--- src/rtl/fifo_wptr_full_ctrl_if.sv ---
// Write-side bundle of the async FIFO pointer/flag stage: request, remote Gray pointer,
// RAM write port and status flags.
interface fifo_wptr_full_ctrl_if #(
   parameter int unsigned ADDR = 5
) ();
   logic            winc;
   logic [ADDR:0]   rptr_gray_async;
   logic [ADDR-1:0] waddr;
   logic            wen;
   logic [ADDR:0]   wptr_bin;
   logic [ADDR:0]   wptr_gray;
   logic [ADDR:0]   rptr_bin_sync;
   logic            full;
   logic            overflow_err;
   logic            almost_full;

   modport master (
      output winc, rptr_gray_async,
      input  waddr, wen, wptr_bin, wptr_gray, rptr_bin_sync, full, overflow_err, almost_full
   );

   modport slave (
      input  winc, rptr_gray_async,
      output waddr, wen, wptr_bin, wptr_gray, rptr_bin_sync, full, overflow_err, almost_full
   );
endinterface

--- src/rtl/fifo_wptr_full_ctrl.sv ---
// Write-domain pointer, Gray publication, read-pointer synchroniser and full flag of the async FIFO.
// Optional almost-full flag enabled by defining FIFO_WR_ALMOST_FULL_EN.
module fifo_wptr_full_ctrl #(
   parameter int unsigned ADDR        = 5,
   parameter int unsigned SYNC_STAGES = 2,
   parameter int unsigned AF_LEVEL    = 28
) (
   input  logic                  clk,
   input  logic                  rst,
   fifo_wptr_full_ctrl_if.slave  bus
);
   localparam int unsigned PW = ADDR + 1;

   if (SYNC_STAGES < 2 || SYNC_STAGES > 3) begin : g_bad_sync
      $error("SYNC_STAGES must be 2..3");
   end
   if (AF_LEVEL < 1 || AF_LEVEL > (2 ** ADDR) - 1) begin : g_bad_af
      $error("AF_LEVEL must be 1..2**ADDR-1");
   end

   logic [PW-1:0] bin_q;
   logic [PW-1:0] bin_next;
   logic [PW-1:0] gray_q;
   logic [PW-1:0] sync_q [SYNC_STAGES];
   logic [PW-1:0] rbin;
   logic          full_q;
   logic          full_next;
   logic          ovf_q;
   logic          accept;
   logic          af_q;

   // Next pointer and full decision against the currently synchronised read pointer
   always_comb begin
      accept    = bus.winc & ~full_q;
      bin_next  = accept ? bin_q + PW'(1) : bin_q;
      full_next = (bin_next[ADDR] != rbin[ADDR]) &&
                  (bin_next[ADDR-1:0] == rbin[ADDR-1:0]);
   end

   // Gray-to-binary: each binary bit is the XOR of all Gray bits at or above it
   always_comb begin
      rbin = '0;
      for (int unsigned i = 0; i < PW; i++) begin
         rbin[i] = ^(sync_q[SYNC_STAGES-1] >> i);
      end
   end

   always_ff @(posedge clk) begin
      if (rst) begin
         for (int unsigned i = 0; i < SYNC_STAGES; i++) begin
            sync_q[i] <= '0;
         end
      end else begin
         sync_q[0] <= bus.rptr_gray_async;
         for (int unsigned i = 1; i < SYNC_STAGES; i++) begin
            sync_q[i] <= sync_q[i-1];
         end
      end
   end

   always_ff @(posedge clk) begin
      if (rst) begin
         bin_q  <= '0;
         gray_q <= '0;
         full_q <= 1'b0;
         ovf_q  <= 1'b0;
      end else begin
         bin_q  <= bin_next;
         gray_q <= bin_next ^ (bin_next >> 1);
         full_q <= full_next;
         ovf_q  <= ovf_q | (bus.winc & full_q);
      end
   end

`ifdef FIFO_WR_ALMOST_FULL_EN
   logic [PW-1:0] level;

   assign level = bin_next - rbin;

   always_ff @(posedge clk) begin
      if (rst) begin
         af_q <= 1'b0;
      end else begin
         af_q <= (level >= PW'(AF_LEVEL));
      end
   end
`else
   assign af_q = 1'b0;
`endif

   assign bus.waddr         = bin_q[ADDR-1:0];
   assign bus.wen           = accept;
   assign bus.wptr_bin      = bin_q;
   assign bus.wptr_gray     = gray_q;
   assign bus.rptr_bin_sync = rbin;
   assign bus.full          = full_q;
   assign bus.overflow_err  = ovf_q;
   assign bus.almost_full   = af_q;
endmodule

--- src/flat_wrapper.sv ---
// flat-port wrapper written by rule: the top's interface ports become plain ports
module fifo_wptr_full_ctrl_flat 
#(
   parameter int unsigned ADDR        = 5,
   parameter int unsigned SYNC_STAGES = 2,
   parameter int unsigned AF_LEVEL    = 28
)
  (clk, rst, bus_winc, bus_rptr_gray_async, bus_waddr, bus_wen, bus_wptr_bin, bus_wptr_gray, bus_rptr_bin_sync, bus_full, bus_overflow_err, bus_almost_full);
  fifo_wptr_full_ctrl_if #(.ADDR(ADDR)) bus_i ();
  input  logic clk;
  input  logic rst;
  input wire logic [$bits(bus_i.winc)-1:0] bus_winc;
  input wire logic [$bits(bus_i.rptr_gray_async)-1:0] bus_rptr_gray_async;
  output wire logic [$bits(bus_i.waddr)-1:0] bus_waddr;
  output wire logic [$bits(bus_i.wen)-1:0] bus_wen;
  output wire logic [$bits(bus_i.wptr_bin)-1:0] bus_wptr_bin;
  output wire logic [$bits(bus_i.wptr_gray)-1:0] bus_wptr_gray;
  output wire logic [$bits(bus_i.rptr_bin_sync)-1:0] bus_rptr_bin_sync;
  output wire logic [$bits(bus_i.full)-1:0] bus_full;
  output wire logic [$bits(bus_i.overflow_err)-1:0] bus_overflow_err;
  output wire logic [$bits(bus_i.almost_full)-1:0] bus_almost_full;
  assign bus_i.winc = bus_winc;
  assign bus_i.rptr_gray_async = bus_rptr_gray_async;
  assign bus_waddr = bus_i.waddr;
  assign bus_wen = bus_i.wen;
  assign bus_wptr_bin = bus_i.wptr_bin;
  assign bus_wptr_gray = bus_i.wptr_gray;
  assign bus_rptr_bin_sync = bus_i.rptr_bin_sync;
  assign bus_full = bus_i.full;
  assign bus_overflow_err = bus_i.overflow_err;
  assign bus_almost_full = bus_i.almost_full;
  fifo_wptr_full_ctrl #(.ADDR(ADDR), .SYNC_STAGES(SYNC_STAGES), .AF_LEVEL(AF_LEVEL)) u_core (.clk(clk), .rst(rst), .bus(bus_i));
endmodule
--- config.mk ---
export PLATFORM = sky130hd
export DESIGN_NAME = fifo_wptr_full_ctrl_flat
export DESIGN_NICKNAME = d
export VERILOG_FILES = /design/src/rtl/fifo_wptr_full_ctrl_if.sv /design/src/rtl/fifo_wptr_full_ctrl.sv /design/src/flat_wrapper.sv
export SDC_FILE = /design/constraint.sdc
export NUM_CORES = 1
export LEC_CHECK = 0
export BUFFER_PORTS_ARGS = -buffer_cell sky130_fd_sc_hd__clkbuf_2
export CAP_MARGIN = 0
export CORE_MARGIN = 4
export CORE_UTILIZATION = 52
export CTS_CLUSTER_SIZE = 28
export DETAILED_ROUTE_END_ITERATION = 6
export GPL_TIMING_DRIVEN = 0
export PLACE_DENSITY = 0.88
export SYNTH_ARGS = -nofsm -noshare
export SYNTH_HDL_FRONTEND = slang
export SYNTH_SLANG_ARGS = --single-unit
--- constraint.sdc ---
create_clock -name clk -period 2.7 [get_ports clk]
set_clock_uncertainty 0.15 [all_clocks]
set_input_delay 0.405 -clock clk [delete_from_list [all_inputs] [get_ports clk]]
set_output_delay 0.405 -clock clk [all_outputs]
set_load 0.005 [all_outputs]
Word level (Yosys, flattened, before mapping)
Memory sizes are Yosys's and may differ from the RTL's.
Cells that the tools add are included.
{ "totals": {"ff_bits": 14, "latch_bits": 0, "ramBits": 12, "rom_bits": 0, "inputBits": 9, "elab_cells": 28, "mem_count": 1} }
{ "op_classes": {"n_addsub": 1, "multipliers": 0, "div": 0, "magnitude_cmp": 0, "n_eq_ne": 2, "shifts": 0, "mux": 6, "n_bitwise": 7, "n_reduce_logical": 7} }
{ "mem_list": {"columns": ["name", "words", "word_bits", "rd", "rd_clocked_by_memory_dff", "wr", "line_no", "rtl"], "rows": [
  ["u_core.sync_q", 2, 6, 2, 0, 2, "fifo_wptr_full_ctrl.sv:24", "logic [PW-1:0] sync_q [SYNC_STAGES];"]
]} }
{ "op_table": {"columns": ["op", "count"], "rows": [
  ["6-bit parity", 6],
  ["6-bit two-way mux", 3],
  ["6-bit by 1-bit adder with 6-bit output, second input constant", 1],
  ["6-bit by 5-bit bitwise XOR with 6-bit output", 1],
  ["5-bit equality test", 1],
  ["1-bit two-way mux", 3],
  ["1-bit bitwise OR", 3],
  ["1-bit AND", 2],
  ["1-bit logical AND", 1],
  ["1-bit inequality test", 1],
  ["1-bit NOT", 1]
]} }

Longest topological paths before layout
Gate-level depths: netlist of run 1.
{ "logic_depth": {"ltp_word": 5, "ltp_mapped": 6, "ltp_nobuf": 6} }

Least setup slack after synthesis of run 1
No wires, ideal clock.
{ "synth_timing": {"path_kind": "reg-to-output", "from": "memory u_core.sync_q[0][11] in the netlist's numbering", "to": "output port bus_rptr_bin_sync[0]", "t_arrival_ns": 1.438, "path_slack_ns": 0.707, "path_stages_with_launch": 5, "n_path_buf": 0, "cell_sequence": "dfxtp_1 > xnor3_2 > xor2_1 > xnor2_1 > xor2_1"} }
{ "synth_rtl": {"columns": ["element", "line_no", "rtl"], "rows": [
  ["start, declared", "fifo_wptr_full_ctrl.sv:24", null],
  ["end, declared", "flat_wrapper.sv:18", "output wire logic [$bits(bus_i.rptr_bin_sync)-1:0] bus_rptr_bin_sync;"]
]} }

==> results of run 1 <==
==> through the flow <==
stage               cells  power, mW
finish                169      0.671
global placement      165      0.521
detailed placement    165      0.526
global route          169      0.702
CTS                   169      0.678
floorplan             104      0.483
==> power breakdown <==
| part | total, mW | leakage, nW | internal, mW | switching (mW) |
|---|---|---|---|---|
| registers | 0.398 | 0.205 | 0.386 | 0.0117 |
| logic | 0.118 | 0.419 | 0.0640 | 0.0539 |
| clock network | 0.156 | 0.0150 | 0.0577 | 0.0978 |
| total | 0.671 | 0.638 | 0.508 | 0.163 |
==> cell type report <==
class | instances | area [sq um]
fillers | 189 | 652
well taps | 27 | 33.8
flip-flops and latches | 25 | 500
clock buffers | 4 | 26.3
multi-input cells | 65 | 495
inverters | 3 | 11.3
repair buffers | 34 | 170
plain buffers | 11 | 72.6
==> kinds of logic (layout without fill, tap and decap cells) <==
family,after synthesis,after routing,synth area share
AO/OA/AOI/OAI,6,6,0.0463
flip-flops,25,25,0.463
buffers and inverters,14,52,0.0776
other,1,1,0.00347
XOR/XNOR,17,17,0.195
adder cells (fa/ha/maj),1,1,0.0116
multiplexers,2,2,0.0185
AND/OR/NAND/NOR,38,38,0.184
==> worst max-delay path by stage <==
| stage | start | endpoint | slack, ps | cells after the start |
|---|---|---|---|---|
| floorplan | u_core.sync_q[0][11] | bus_rptr_bin_sync[0] | 710 | 4 |
| global placement | u_core.sync_q[0][11] | bus_rptr_bin_sync[0] | 530 | 5 |
| detailed placement | u_core.sync_q[0][11] | bus_rptr_bin_sync[0] | 500 | 5 |
| CTS | u_core.sync_q[0][11] | bus_rptr_bin_sync[0] | 130 | 5 |
| global route | u_core.sync_q[0][11] | bus_rptr_bin_sync[0] | 40 | 5 |
| finish | u_core.sync_q[0][11] | bus_rptr_bin_sync[0] | 160 | 5 |
==> cells in the mapped netlist (2+ instances only) <==
| cell type | count |
|---|---|
| clkbuf_1 | 2 |
| xor2_1 | 4 |
| nor2_1 | 13 |
| buf_4 | 8 |
| xnor2_1 | 9 |
| mux2i_1 | 2 |
| dfxtp_1 | 25 |
| nand3_1 | 2 |
| inv_1 | 3 |
| nor2b_1 | 13 |
| nand2_1 | 3 |
==> registers in the layout (all words and copies together) (netlist names) <==
| signal | count |
|---|---|
| u_core.sync_q | 12 |
| u_core.bus.wptr_bin | 5 |
| u_core.bus.full | 1 |
| u_core.bus.wptr_gray | 6 |
| u_core.bus.overflow_err | 1 |
==> per-layer routing <==
| metal | vias up | track usage | part of all wire |
|---|---|---|---|
| met1 | 356 | 0.130 | 0.40 |
| li1 | 403 | - | - |
| met5 | - | 0 | 0 |
| met3 | 3 | 0.0249 | 0.074 |
| met4 | 0 | 0.0723 | 0.012 |
| met2 | 29 | 0.288 | 0.52 |
==> layout by cell type (no fill, tap or decap) <==
cell	synthesis	layout
buf_2	1	1
mux2i_1	2	2
nor4b_1	1	1
dfxtp_1	25	25
o22ai_1	1	1
a21o_1	1	1
inv_1	3	3
o221ai_2	1	1
a21oi_1	1	1
or3_1	1	1
xor3_1	1	1
and2_1	1	1
clkbuf_2	0	34
nand3_1	2	2
nor2b_1	13	13
xnor3_1	1	1
or2_1	1	1
xnor2_1	9	9
ha_1	1	1
o21ai_0	1	1
nor2_1	13	13
xnor3_4	1	1
or2_2	1	1
o2111a_1	1	1
xor2_1	4	4
nand2_1	3	3
buf_4	8	8
clkbuf_4	0	3
xnor3_2	1	1
clkbuf_1	2	3
nand3b_1	1	1
nand4_1	1	1
conb_1	1	1
==> out/qor.yml, run 1 <==
status: "completed"
drcViolationCount: 0
vdd_drop_max_v: 0.000453
avgRoutedWirePerCell_um: 11.1
fmax_mhz: 394
min_to: "u_core.sync_q[0][0]"
period_needed_ps: 2540
numCtsBuffers: 3
syn-num-nets: 114
ys_seq_area_frac: 0.463
grt_pass1_wl_mm: 2.90
cts_setup_buffers: 0
syn_area_sq_mm: 0.00108
core_sq_mm: 0.00196
cts_tree: "done"
layout.nets: 153
antenna_found_initial: 0
num_antenna_cells: 0
holdCritStartpoint: "bus_rptr_gray_async[0]"
drive_gt1_frac: 0.352
worstPathArrival_ps: 1980
setup_viol: 0
whs_path_depth: 2
die-area_sq_mm: 0.00287
crit_slowest_cell: "xnor3_2"
crit_type: "reg -> out"
cts-root-buf: "clkbuf_4"
critPathBufInv: 1
finalHoldViolCount: 0
slew_headroom: 0.612
grt_overflow: 0
synthTopCellsByArea: "dfxtp_1 46%, nor2b_1 7.5%, xnor2_1 7.3%"
clockBufferDepth: 2
dpl_worst_slack_ps: 497
ios: 36
crit_fanout: 4
async_flop_share: 0
first_pass_iters: 3
rsz0062_at_grt: "no"
yosys.cell_types.count: 31
cts_hold_buf: 0
synth.largest_area_cell: "dfxtp_1"
hpwlAfterDp_mm: 1.54
final.setup.worst_slack_ps: 164
die_w_um: 53.6
htree_num_levels: 1
path_clk_slew_ps: 120
vias_per_cell: 4.68
cap_violations: 0
gp_congestion: 0.824
cts.sinks: 25
drtAntennaViolNets: 0
end_kind: "output port"
ys_ff_latch: 25
yosys_warnings: 0
finalSetupTns_ps: 0
ys.flop_type: "dfxtp_1"
clock_latency_ps: 310
critPathLaunchType: "flip-flop"
final.period_utilization: 0.939
grt_pass1_vias: 783
fin_hold_ws_ps: 144
hold_class: "in -> reg"
required_ps: 2140
port_buffers: 34
grt_start_max_net_pins: 14
crit_chain: "xnor3_2, xor2_1, xnor2_1, xor2_1, clkbuf_2"
yosysTopAreaCellShare: 0.463
start_util: 0.550
ff2ff_setup_slack_ps: 670
max_slew.worst_pin.slew_ps: 574
rr_endpoint: "u_core.bus.full"
cts-resized-gates: 0
p_per_area_mw_per_mm2: 512
rows: 16
routed_wl_mm: 1.88
postSynthAreaPerCell_sq_um: 10.4
final_util: 0.668
synth_edf_count: 0
p_leak_nw: 0.638
reg2reg_depth: 5
gr-usage-all-layers: 0.142
netlist_instances: 104
slowest_delay_ps: 450
slew_violations: 0
crit_path_frequent_cell: "xor2_1"
area_growth_pct: 21.3
place_area_sq_mm: 0.00128
die_h_um: 53.6
drtIter0Drc: 5
design_area_sq_mm: 0.00131
reg2reg_from: "u_core.bus.wptr_bin[0]"
vias: 791
crit_family: "XOR/XNOR gates"
Power figures use the tool's default switching activity.
==> run 2, diff against run 1 <==
Settings changed: CTS_CLUSTER_SIZE 28 to unset, PLACE_DENSITY 0.88 to 0.82.
==> out/qor.yml, run 2 (synthesis gave the netlist of run 1 again) <==
status: "completed"
grt_overflow: 0  # unchanged
required_ps: 2140  # about the same
p_per_area_mw_per_mm2: 520  # +1.6%
numCtsBuffers: 3  # unchanged
rsz0062_at_grt: "no"
cts-root-buf: "clkbuf_4"
cts_hold_buf: 0  # unchanged
finalHoldViolCount: 0  # unchanged
cts_tree: "done"
drtAntennaViolNets: 0  # unchanged
rr_endpoint: "u_core.bus.full"
cts-resized-gates: 0  # unchanged
routed_wl_mm: 1.88  # +0.37%
p_leak_nw: 0.638  # about the same
grt_pass1_wl_mm: 3.11  # +7.1%
gp_congestion: 0.793  # -3.8%
final.setup.worst_slack_ps: 233  # +69.4 ps
register_area_sq_um: 500  # unchanged
final.period_utilization: 0.914  # -0.0257
layout.nets: 153  # unchanged
num_antenna_cells: 0  # unchanged
cap_violations: 0  # unchanged
sequentialPowerShare: 0.579  # -0.014
largest_reg_flops: 12  # unchanged
drive_gt1_frac: 0.366  # +0.0141
vias: 784  # -0.88%
grt_start_max_net_pins: 16  # +2
cts_setup_buffers: 0  # unchanged
switching_share: 0.262  # +0.0180
first_pass_iters: 2  # -1
gr-usage-all-layers: 0.151  # +0.00977
p_int_mw: 0.508  # about the same
crit_type: "reg -> out"
clock_latency_ps: 310  # about the same
crit_fanout: 4  # unchanged
final_cells: 169  # unchanged
reg2reg_from: "u_core.bus.wptr_bin[3]"
ff2ff_setup_slack_ps: 740  # +70 ps
die_h_um: 53.6  # unchanged
hold_class: "in -> reg"
die-area_sq_mm: 0.00287  # unchanged
start_util: 0.550  # unchanged
fmax_mhz: 405  # +2.8%
p_comb_frac: 0.175  # about the same
htree_num_levels: 1  # unchanged
placed_cells: 165  # unchanged
vias_per_cell: 4.64  # -0.88%
core_sq_mm: 0.00196  # unchanged
die_w_um: 53.6  # unchanged
clockBufferDepth: 2  # unchanged
area_growth_pct: 22.4
slew_headroom: 0.628  # +0.0163
vdd_drop_max_v: 0.000413  # -8.7%
path_clk_slew_ps: 140  # +20 ps
largest-register: "u_core.sync_q"
drcViolationCount: 0  # unchanged
cts.sinks: 25  # unchanged
mostFrequentLayoutCells: "34 x clkbuf_2, 25 x dfxtp_1, 13 x nor2b_1, 13 x nor2_1, 9 x xnor2_1"
grt_pass1_vias: 783  # unchanged
fin_hold_ws_ps: 141  # -2.14 ps
max_slew.worst_pin.slew_ps: 550  # -24.1 ps
period_needed_ps: 2470  # -69.4 ps
rows: 16  # unchanged
antenna_found_initial: 0  # unchanged
dpl_worst_slack_ps: 516  # +18.2 ps
pwr-share-clk: 0.245  # +0.013
avgRoutedWirePerCell_um: 11.1  # +0.37%
port_buffers: 34  # unchanged
critPathLaunchType: "flip-flop"
ios: 36  # unchanged
worstPathArrival_ps: 1910  # -70 ps
drtIter0Drc: 5  # unchanged
hpwlAfterDp_mm: 1.50  # -2.4%
end_kind: "output port"
power.switching_mw: 0.180  # +10%
slew_violations: 0  # unchanged
setup_viol: 0  # unchanged
holdCritStartpoint: "bus_rptr_gray_async[0]"
final_common_cell: "clkbuf_2"
reg2reg_depth: 5  # unchanged
fillers: 175  # -7.4%
finalSetupTns_ps: 0  # unchanged
whs_path_depth: 2  # unchanged
multiInputGateArea_sq_um: 503  # +1.5%
min_to: "u_core.sync_q[0][0]"
## run 2: critical path, stage by stage (launching register included)
cell      delay, ps
dfxtp_1         410
xnor3_2         480
xor2_2          230
xnor2_1         180
xor2_1          160
clkbuf_2        130
## run 2: area by class of cell
| cell class | instances | share of cell area |
|---|---|---|
| plain buffers | 11 | 0.0549 |
| clock buffers | 3 | 0.0170 |
| clock inverters | 1 | 0.00568 |
| inverters | 3 | 0.00852 |
| multi-input cells | 65 | 0.381 |
| flip-flops and latches | 25 | 0.379 |
| well taps | 27 | 0.0256 |
| repair buffers | 34 | 0.129 |
## run 2: how the worst max path moves through the flow
stage	start	to	slack (ps)
6_report	u_core.sync_q[0][11]	bus_rptr_bin_sync[0]	230
5_1_grt	u_core.sync_q[0][11]	bus_rptr_bin_sync[0]	80
4_1_cts	u_core.sync_q[0][11]	bus_rptr_bin_sync[0]	130
3_5_place_dp	u_core.sync_q[0][11]	bus_rptr_bin_sync[0]	520
3_3_place_gp	u_core.sync_q[0][11]	bus_rptr_bin_sync[0]	520
2_1_floorplan	u_core.sync_q[0][11]	bus_rptr_bin_sync[0]	710
## run 2: per-stage QoR
step                      power (mW)  cell area (sq um)  utilization
after global routing           0.726               1320        0.673
after global placement         0.522               1280        0.654
final                          0.688               1320        0.673
after CTS                      0.696               1310        0.670
after detailed placement       0.527               1280        0.654
after floorplan                0.483               1080            -
## run 2: power groups by stage
stage	Clock, mW	Sequential [mW]	Combinational, mW
finish	0.169	0.398	0.121
global route	0.188	0.401	0.136
CTS	0.176	0.398	0.121
detailed placement	0	0.406	0.120
global placement	0	0.406	0.116
floorplan	0	0.405	0.0773
## run 2: per-layer routing
layer  vias up  GRT usage  share of wire  wire length, um
met1       354      0.165           0.40              748
met2        25      0.269           0.52              978
li1        401          -              -                -
met4         0     0.0979          0.014               27
met3         4     0.0249          0.068              128
met5         -          0              0                0
==> run 3, diff against run 2 <==
Settings changed: CELL_PAD_IN_SITES_DETAIL_PLACEMENT set to 1, CELL_PAD_IN_SITES_GLOBAL_PLACEMENT set to 1, CORE_UTILIZATION 52 to 39, PLACE_DENSITY 0.82 to unset, PLACE_DENSITY_LB_ADDON set to 0.1.
==> out/qor.yml, run 3 (synthesis gave the netlist of run 1 again) <==
multiInputGateArea_sq_um: 503  # unchanged
largest-register: "u_core.sync_q"
final_common_cell: "clkbuf_2"
mostFrequentLayoutCells: "34 x clkbuf_2, 25 x dfxtp_1, 13 x nor2b_1, 13 x nor2_1, 9 x xnor2_1"
hold_class: "in -> reg"
drtIter0Drc: 14  # +9
crit_chain: "xnor3_2, xor2_2, xnor2_1, xor2_1, clkbuf_2"
startpoint: "u_core.sync_q[0][11]"
grt_start_max_net_pins: 15  # -1
port_buffers: 34  # unchanged
die-area_sq_mm: 0.00367  # +28%
cts-root-buf: "clkbuf_4"
drcViolationCount: 0  # unchanged
place_area_sq_mm: 0.00129  # +0.29%
slew_violations: 0  # unchanged
first_pass_iters: 3  # +1
rsz0062_at_grt: "no"
design_area_sq_mm: 0.00132  # about the same
numCtsBuffers: 3  # unchanged
core_sq_mm: 0.00257  # +31%
die_h_um: 60.6  # +13%
end_kind: "output port"
fillers: 318  # +82%
largest_reg_flops: 12  # unchanged
vias: 806  # +2.8%
grt_overflow: 0  # unchanged
crit_type: "reg -> out"
cts.sinks: 25  # unchanged
grt_pass1_wl_mm: 3.80  # +22%
required_ps: 2140  # about the same
reg2reg_depth: 6  # +1
period_needed_ps: 2510  # +38.6 ps
whs_path_depth: 2  # unchanged
num_antenna_cells: 0  # unchanged
drtAntennaViolNets: 0  # unchanged
drive_gt1_frac: 0.366  # unchanged
reg2reg_from: "u_core.bus.wptr_bin[0]"
fmax_mhz: 399  # -1.5%
routed_wl_mm: 2.24  # +19%
finalHoldViolCount: 0  # unchanged
register_area_sq_um: 500  # unchanged
max_slew.worst_pin.slew_ps: 562  # +12.2 ps
setup_viol: 0  # unchanged
p_per_area_mw_per_mm2: 520  # about the same
start_util: 0.421  # -0.130
slew_headroom: 0.620  # -0.00828
vias_per_cell: 4.69  # +1.0%
rows: 18  # +2
crit_cells: 5  # unchanged
crit_family: "XOR/XNOR gates"
critPathLaunchType: "flip-flop"
antenna_found_initial: 0  # unchanged
critPathBufInv: 1  # unchanged
layout.nets: 153  # unchanged
slowest_delay_ps: 480  # about the same
clock_latency_ps: 310  # about the same
avgRoutedWirePerCell_um: 13.0  # +17%
finalSetupTns_ps: 0  # unchanged
worstPathArrival_ps: 1950  # +40 ps
clockBufferDepth: 2  # unchanged
holdCritStartpoint: "bus_rptr_gray_async[1]"
path_clk_slew_ps: 130  # about the same
gr-usage-all-layers: 0.140  # -0.0110
vdd_drop_max_v: 0.000333  # -20%
crit_slowest_cell: "xnor3_2"
final.period_utilization: 0.928  # +0.0143
ios: 36  # unchanged
fin_hold_ws_ps: 148  # +6.93 ps
hpwlAfterDp_mm: 1.83  # +22%
die_w_um: 60.6  # +13%
htree_num_levels: 1  # unchanged
gp_congestion: 0.807  # +1.7%
status: "completed"
area_growth_pct: 22.5  # about the same
grt_pass1_vias: 861  # +10%
p_leak_nw: 0.642  # +0.59%
cts_tree: "done"
crit_fanout: 4  # unchanged
cap_violations: 0  # unchanged
run 3: area by class of cell:
cell class / count / share of cell area
multi-input combinational: 65 / 0.380
sequential: 25 / 0.378
inverter: 3 / 0.00851
clock inverter: 1 / 0.00378
clock buffer: 3 / 0.0170
buffer: 11 / 0.0549
tap: 30 / 0.0284
timing repair buffer: 34 / 0.129
run 3: metrics by stage:
step,worst slack (ps),utilization,std cells,power [mW]
floorplan,707,-,104,0.483
global placement,497,0.501,168,0.525
detailed placement,457,0.501,168,0.532
CTS,66.7,0.512,172,0.699
global route,48.1,0.515,172,0.733
finish,195,0.515,172,0.688
run 3: power breakdown:
part	leakage [nW]	switching, mW	total, mW	internal (mW)
sequential	0.205	0.0123	0.399	0.386
combinational	0.420	0.0587	0.124	0.0649
clock	0.0177	0.110	0.166	0.0553
run 3: metal layers:
metal / vias to the layer above / track usage / routed length [um]
met1: 387 / 0.163 / 934
li1: 399 / - / -
met3: 2 / 0.0255 / 97
met4: 0 / 0.0557 / 19
met5: - / 0 / 0
met2: 18 / 0.253 / 1190
run 3: repair_timing:
action,CTS,global route
hold buffers,0,0
endpoints found under the hold margin,0,0
buffers inserted,0,0
setup endpoints to repair,0,1
resized for setup,0,1
run 3: worst register-to-register path, delay by kind of cell (launching register included):
| kind | cells | cell delay, ps |
|---|---|---|
| AND/OR/NAND/NOR | 2 | 340 |
| XOR/XNOR | 1 | 460 |
| adder cells (fa/ha/maj) | 1 | 190 |
| flip-flops | 1 | 500 |
| AO/OA/AOI/OAI | 2 | 330 |
run 3: final timing paths:
check / to / slack [ps]
hold / removal: u_core.sync_q[0][1] / 150
setup reg to reg: u_core.bus.full / 650
setup / recovery: bus_rptr_bin_sync[0] / 190
hold reg to reg: u_core.sync_q[0][6] / 300
